**config.mk**
```make
export PLATFORM = sky130hd
export DESIGN_NAME = core_launcher
export DESIGN_NICKNAME = d
export VERILOG_FILES = /design/src/rtl/core_launch_pkg.sv /design/src/rtl/core_launcher.sv
export SDC_FILE = /design/constraint.sdc
export NUM_CORES = 1
export LEC_CHECK = 0
export ABC_AREA = 1
export ABC_CLOCK_PERIOD_IN_PS = 3220
export BUFFER_PORTS_ARGS = -buffer_cell sky130_fd_sc_hd__buf_4
export CORE_AREA = 2 2 87 89
export DETAILED_ROUTE_END_ITERATION = 16
export DIE_AREA = 0 0 89 91
export PLACE_DENSITY = 0.74
export SLEW_MARGIN = 20
export SYNTH_ARGS = -nofsm -noshare
export SYNTH_HDL_FRONTEND = slang
export SYNTH_SLANG_ARGS = --single-unit
```
**constraint.sdc**
```tcl
create_clock -name clk -period 3.22 [get_ports clk]
set_input_delay 0 -clock clk [delete_from_list [all_inputs] [get_ports clk]]
set_output_delay 0 -clock clk [all_outputs]
set_load 0.05 [all_outputs]
```
**src/rtl/core_launch_pkg.sv**
```systemverilog
// Shared types and default parameters for the core batch launcher.
package core_launch_pkg;

  typedef enum logic [2:0] {
    IDLE,
    CORE_RST,
    REQ,
    RUN,
    NEXT,
    FINISH
  } launch_state_t;

  localparam int NUM_PROGS_DEF  = 3;
  localparam int CNT_W_DEF      = 16;
  localparam int RST_CYCLES_DEF = 2;
  localparam int TIMEOUT_DEF    = 32'h0000_FFFF;

endpackage

```
**src/rtl/core_launcher.sv**
```systemverilog
// Batch run controller: resets the core, pulses req, times each run to done and stores counts.
// All outputs registered except rd_cycles; start is ignored while busy, done is ignored outside RUN.
module core_launcher
  import core_launch_pkg::*;
#(
  parameter int NUM_PROGS  = NUM_PROGS_DEF,
  parameter int CNT_W      = CNT_W_DEF,
  parameter int RST_CYCLES = RST_CYCLES_DEF,
  parameter int TIMEOUT    = TIMEOUT_DEF,
  parameter int PW         = (NUM_PROGS > 1) ? $clog2(NUM_PROGS) : 1
) (
  input  logic             clk,
  input  logic             reset,
  input  logic             start,
  output logic             core_reset,
  output logic             req,
  input  logic             done,
  output logic [PW-1:0]    prog_sel,
  output logic             busy,
  output logic             batch_done,
  output logic             timeout_err,
  input  logic [PW-1:0]    rd_idx,
  output logic [CNT_W-1:0] rd_cycles
);

  launch_state_t    state_q;
  logic [CNT_W-1:0] cnt_q;
  logic [CNT_W-1:0] cnt_d;
  logic [PW-1:0]    prog_sel_q;
  logic             core_reset_q;
  logic             req_q;
  logic             busy_q;
  logic             batch_done_q;
  logic             timeout_err_q;
  logic [CNT_W-1:0] count_q [NUM_PROGS];

  // One counter serves both the reset-hold phase and the run timer.
  assign cnt_d = cnt_q + CNT_W'(1);

  always_ff @(posedge clk) begin
    if (!reset) begin
      state_q       <= IDLE;
      cnt_q         <= '0;
      prog_sel_q    <= '0;
      core_reset_q  <= 1'b1;
      req_q         <= 1'b0;
      busy_q        <= 1'b0;
      batch_done_q  <= 1'b0;
      timeout_err_q <= 1'b0;
      for (int i = 0; i < NUM_PROGS; i++) count_q[i] <= '0;
    end else begin
      case (state_q)
        IDLE: begin
          if (start) begin
            for (int i = 0; i < NUM_PROGS; i++) count_q[i] <= '0;
            timeout_err_q <= 1'b0;
            prog_sel_q    <= '0;
            cnt_q         <= '0;
            busy_q        <= 1'b1;
            state_q       <= CORE_RST;
          end
        end
        CORE_RST: begin
          if (cnt_q == CNT_W'(RST_CYCLES - 1)) begin
            core_reset_q <= 1'b0;
            req_q        <= 1'b1;
            state_q      <= REQ;
          end else begin
            cnt_q <= cnt_d;
          end
        end
        REQ: begin
          req_q   <= 1'b0;
          cnt_q   <= '0;
          state_q <= RUN;
        end
        RUN: begin
          cnt_q <= cnt_d;
          // done wins over timeout when both land on the same cycle.
          if (done) begin
            for (int i = 0; i < NUM_PROGS; i++)
              if (prog_sel_q == PW'(i)) count_q[i] <= cnt_d;
            state_q <= NEXT;
          end else if (cnt_d == CNT_W'(TIMEOUT)) begin
            for (int i = 0; i < NUM_PROGS; i++)
              if (prog_sel_q == PW'(i)) count_q[i] <= cnt_d;
            timeout_err_q <= 1'b1;
            batch_done_q  <= 1'b1;
            core_reset_q  <= 1'b1;
            state_q       <= FINISH;
          end
        end
        NEXT: begin
          core_reset_q <= 1'b1;
          if (prog_sel_q == PW'(NUM_PROGS - 1)) begin
            batch_done_q <= 1'b1;
            state_q      <= FINISH;
          end else begin
            prog_sel_q <= prog_sel_q + PW'(1);
            cnt_q      <= '0;
            state_q    <= CORE_RST;
          end
        end
        FINISH: begin
          batch_done_q <= 1'b0;
          busy_q       <= 1'b0;
          state_q      <= IDLE;
        end
        default: state_q <= IDLE;
      endcase
    end
  end

  always_comb begin
    rd_cycles = '0;
    for (int i = 0; i < NUM_PROGS; i++)
      if (rd_idx == PW'(i)) rd_cycles = count_q[i];
  end

  assign core_reset  = core_reset_q;
  assign req         = req_q;
  assign prog_sel    = prog_sel_q;
  assign busy        = busy_q;
  assign batch_done  = batch_done_q;
  assign timeout_err = timeout_err_q;

endmodule

```
==> summary.txt <==
Global route
  – Global route total overflow: 0
  – Number of global-route vias before repair: about 2800
  – Pin count of the biggest net entering global routing: 23
  – Number of antenna violations at the first check in global routing: 0
  – Global-route wire length before repair: roughly 13 mm
  – Global Route Usage Sum: just over 20%

STA
  – Final setup violation count: 0
  – Least-Margin Pin Slew: ~700 ps
  – Worst Hold Slack: roughly 110 ps
  – RSZ-0062 raised after global routing: no
  – Post-layout min period: 2500 ps
  – Final Cycle Share: 77.6%
  – Number of hold-slack violations in the final timing report: 0
  – Slew Viols, Final: 0
  – Worst clock skew: 10.4 ps
  – Sum Neg Setup Slack: 0 ps
  – Upper clock frequency limit: 400 MHz
  – Worst slew slack as a fraction of its limit: about 54%

Place
  – Cell count after placement: ~580
  – Number of I/O port buffers: 28
  – Placer's final routability congestion estimate: 0.951
  – Estimated wirelength of the detail-placed design: approximately 5.5 mm

Yosys
  – Sequential area share after synthesis: between 50% and 60%
  – Gate Count Post-Synth: between 400 and 500
  – Post-synthesis async set-or-reset flop share: 0%
  – Register bit total from synthesis: 74
  – Post-synthesis instance area: between 3000 and 4000 µm²
  – Number of distinct library cell variants in the gate-level netlist after synthesis: 31
  – Cell types with the largest area share after synthesis: sky130_fd_sc_hd__edfxtp_1 (39%), sky130_fd_sc_hd__nand2_1 (15%), sky130_fd_sc_hd__dfxtp_1 (14%)
  – Per-instance average area after synthesis: roughly 8.2 µm²
  – Share of Yosys cell area claimed by the top area cell type: about 39%
  – Post-synthesis net count: between 400 and 500
  – Yosys top cell by area: sky130_fd_sc_hd__edfxtp_1
  – Yosys Warn Count: 0
  – Count of flip-flops with a built-in enable after synthesis: 48
  – Dominant register cell in the synthesized netlist: sky130_fd_sc_hd__edfxtp_1

Clock network
  – CTS H-Tree Depth: 3
  – Clock tree from TritonCTS: yes
  – Post-cts gate resize count: 0
  – TritonCTS buffer count: 9
  – Clock buffer depth: 2
  – Reg clk slew, reported paths: roughly 80 ps
  – Hold-fix buffers at CTS: 2
  – Total clock sinks: 74
  – Count of buffers added by post-CTS timing repair for setup: 0
  – Clock latency on the worst-skew pair: roughly 350 ps
  – CTS Root Buffer Type: sky130_fd_sc_hd__clkbuf_8

Critical path
  – Data required time at the worst endpoint: 3310 ps
  – Worst-path fanout max: 16
  – Kind of launch point of the worst setup path: flop
  – Worst reg-to-reg setup slack: roughly 720 ps
  – Sort of element at the end of the critical path: flop
  – Type of the worst setup path: reg -> reg
  – Number of cells on the worst reg-to-reg path: 14
  – Worst EP arrival: around 2600 ps
  – Worst reg2reg path startpoint: cnt_q[0]
  – Worst R2R End: count_q[0][36]

Floorplanning
  – Initial Util: between 50% and 60%
  – Core Rows: 31
  – Total Die Area: between 8000 and 9000 µm²
  – Die X-Extent: between 80 and 90 µm
  – Core footprint: roughly 7100 µm²
  – Die H: roughly 90 µm
  – Count of boundary I/O pins: 29

Finish
  – Count of inserted antenna diode cells: 0
  – Count of fill cells added during filler insertion: 637
  – Area growth, synth to finish: 14.7%
  – Number of standard cells in the final layout excluding fillers: slightly below 600
  – Proportion of layout cells with a drive suffix above 1: ~18%
  – Layout Nets: 503

Detailed routing
  – Number of detailed-routing iterations run before antenna repair: 5
  – Count of routing violations after the opening detailed-route iteration: roughly 110
  – Post-route ant nets: 0
  – Average routed wire per standard cell: roughly 13 µm
  – Drt drc: 0
  – Per-cell via count in the routed design: approximately 5.1
  – Total wire length after detailed routing: about 7.7 mm
  – Vias after detailed routing: between 3000 and 4000

Power and ir drop
  – Switching part of the total: 26.5%
  – Switching power total: between 0.5 and 0.6 mW
  – Cell internal power dissipation: 1.57 mW
  – Static leakage power: about 1.8 nW
  – Power density cells: around 500 nW/µm²
  – Clock power share: between 30% and 40%
  – Peak ir drop on the vdd network: roughly 0.00027 V
  – Portion of total power attributed to sequential cells: around 51%
  – Combinational cell fraction of total power: approximately 12%

Hold path
  – Number of stages on the worst hold path: 4
  – Path class of the lowest-slack min-delay path: in -> reg
  – Hold worst-path end: timeout_err
  – Start point of the worst hold path: done

Run status
  – Outcome: finished clean

Run
  – Max-cap check violation count: 0
cell families (layout without fill, tap and decap cells):
| logic type | count (synthesis) | in the layout | share of synthesized area (%) |
|---|---|---|---|
| simple gates | 268 | 268 | 32.2 |
| flops | 74 | 74 | 52.6 |
| buf+inv | 70 | 109 | 7.48 |
| compound gates | 38 | 38 | 5.47 |
| fa+ha+maj | 6 | 6 | 2.01 |
| xor+xnor | 1 | 1 | 0.235 |
placed cells by master (no fill, tap or decap), types with 3 or more instances in the layout:
master                     count
sky130_fd_sc_hd__nand3_1      36
sky130_fd_sc_hd__a21oi_1      22
sky130_fd_sc_hd__inv_2        12
sky130_fd_sc_hd__nor2_2        7
sky130_fd_sc_hd__nand2_1     145
sky130_fd_sc_hd__o21ai_0       5
sky130_fd_sc_hd__a211oi_1      3
sky130_fd_sc_hd__nand4_1      13
sky130_fd_sc_hd__edfxtp_1     48
sky130_fd_sc_hd__nor2_1       35
sky130_fd_sc_hd__clkbuf_8      9
sky130_fd_sc_hd__ha_1          6
sky130_fd_sc_hd__nor4_1        3
sky130_fd_sc_hd__nand2_2      16
sky130_fd_sc_hd__o21ai_1       4
sky130_fd_sc_hd__buf_4        32
sky130_fd_sc_hd__dfxtp_1      26
sky130_fd_sc_hd__inv_1        47
sky130_fd_sc_hd__nor3_1        4
sky130_fd_sc_hd__nor2_4        3
worst max-delay path, cell delays in order, from the launching register on:
cell and delay, ps:
sky130_fd_sc_hd__dfxtp_1 460, sky130_fd_sc_hd__ha_1 240, sky130_fd_sc_hd__nand2_1 120, sky130_fd_sc_hd__nor2_4 160
sky130_fd_sc_hd__nand3_1 90, sky130_fd_sc_hd__nand2_1 70, sky130_fd_sc_hd__nand2_1 110, sky130_fd_sc_hd__nand2_1 90
sky130_fd_sc_hd__nor2_1 40, sky130_fd_sc_hd__nand2_1 90, sky130_fd_sc_hd__nor2_2 60, sky130_fd_sc_hd__o211ai_1 100
sky130_fd_sc_hd__nand3_2 350, sky130_fd_sc_hd__nand2_1 170, sky130_fd_sc_hd__inv_1 80
stage by stage:
stage | worst slack [ps] | utilization [%] | area, µm² | power (mW)
3_5_place_dp | 745 | 56.6 | 4040 | 1.37
6_report | 721 | 60.0 | 4280 | 2.14
2_1_floorplan | 216 | - | 3730 | 1.29
5_1_grt | 418 | 60.0 | 4280 | 2.22
4_1_cts | 730 | 59.9 | 4270 | 2.16
3_3_place_gp | 763 | 56.6 | 4040 | 1.36
registers in the layout, summed over array words and instances, names as in the netlist:
register,flops
count_q,48
cnt_q,16
state_q,3
prog_sel,2
batch_done,1
busy,1
core_reset,1
req,1
timeout_err,1
worst max path at each step:
stage | start | endpoint | slack [ps] | cells after the start
2_1_floorplan | cnt_q[0] | count_q[0][0] | 220 | 9
3_3_place_gp | cnt_q[0] | count_q[0][13] | 760 | 14
3_5_place_dp | cnt_q[0] | count_q[0][20] | 740 | 14
4_1_cts | cnt_q[0] | count_q[0][36] | 730 | 14
5_1_grt | cnt_q[0] | count_q[0][36] | 420 | 13
6_report | cnt_q[0] | count_q[0][36] | 720 | 14
routing by layer:
layer | vias up | GRT usage, % | wire [µm]
met5 | - | 0 | 0
met4 | 0 | 7.21 | 146
li1 | 1559 | - | -
met2 | 87 | 32.4 | 3540
met3 | 15 | 4.18 | 368
met1 | 1378 | 27.4 | 3600
power by group through the flow:
stage / clock network [mW] / logic (mW) / registers [mW]
5_1_grt: 0.847 / 0.286 / 1.09
6_report: 0.793 / 0.264 / 1.08
4_1_cts: 0.810 / 0.266 / 1.08
3_3_place_gp: 0 / 0.259 / 1.10
3_5_place_dp: 0 / 0.263 / 1.11
2_1_floorplan: 0 / 0.167 / 1.12
Yosys cell counts, types with 3 or more instances:
library cell               number
sky130_fd_sc_hd__a211oi_1       3
sky130_fd_sc_hd__a21oi_1       22
sky130_fd_sc_hd__clkbuf_1       7
sky130_fd_sc_hd__dfxtp_1       26
sky130_fd_sc_hd__edfxtp_1      48
sky130_fd_sc_hd__ha_1           6
sky130_fd_sc_hd__inv_1         47
sky130_fd_sc_hd__inv_2         12
sky130_fd_sc_hd__nand2_1      145
sky130_fd_sc_hd__nand2_2       16
sky130_fd_sc_hd__nand3_1       36
sky130_fd_sc_hd__nand4_1       13
sky130_fd_sc_hd__nor2_1        37
sky130_fd_sc_hd__nor2_2         5
sky130_fd_sc_hd__nor2_4         3
sky130_fd_sc_hd__nor3_1         4
sky130_fd_sc_hd__nor4_1         3
sky130_fd_sc_hd__o21ai_0        7
layout make-up:
type / count / area [µm²] / area share [%]
inverter: 59 / 221 / 5.18
clock inverter: 6 / 90.1 / 2.11
tap: 99 / 124 / 2.89
clock buffer: 10 / 128 / 2.98
sequential: 74 / 1960 / 45.8
timing repair buffer: 34 / 260 / 6.08
multi-input combinational: 313 / 1490 / 34.9
No activity file was read; power rests on OpenSTA's default activity.
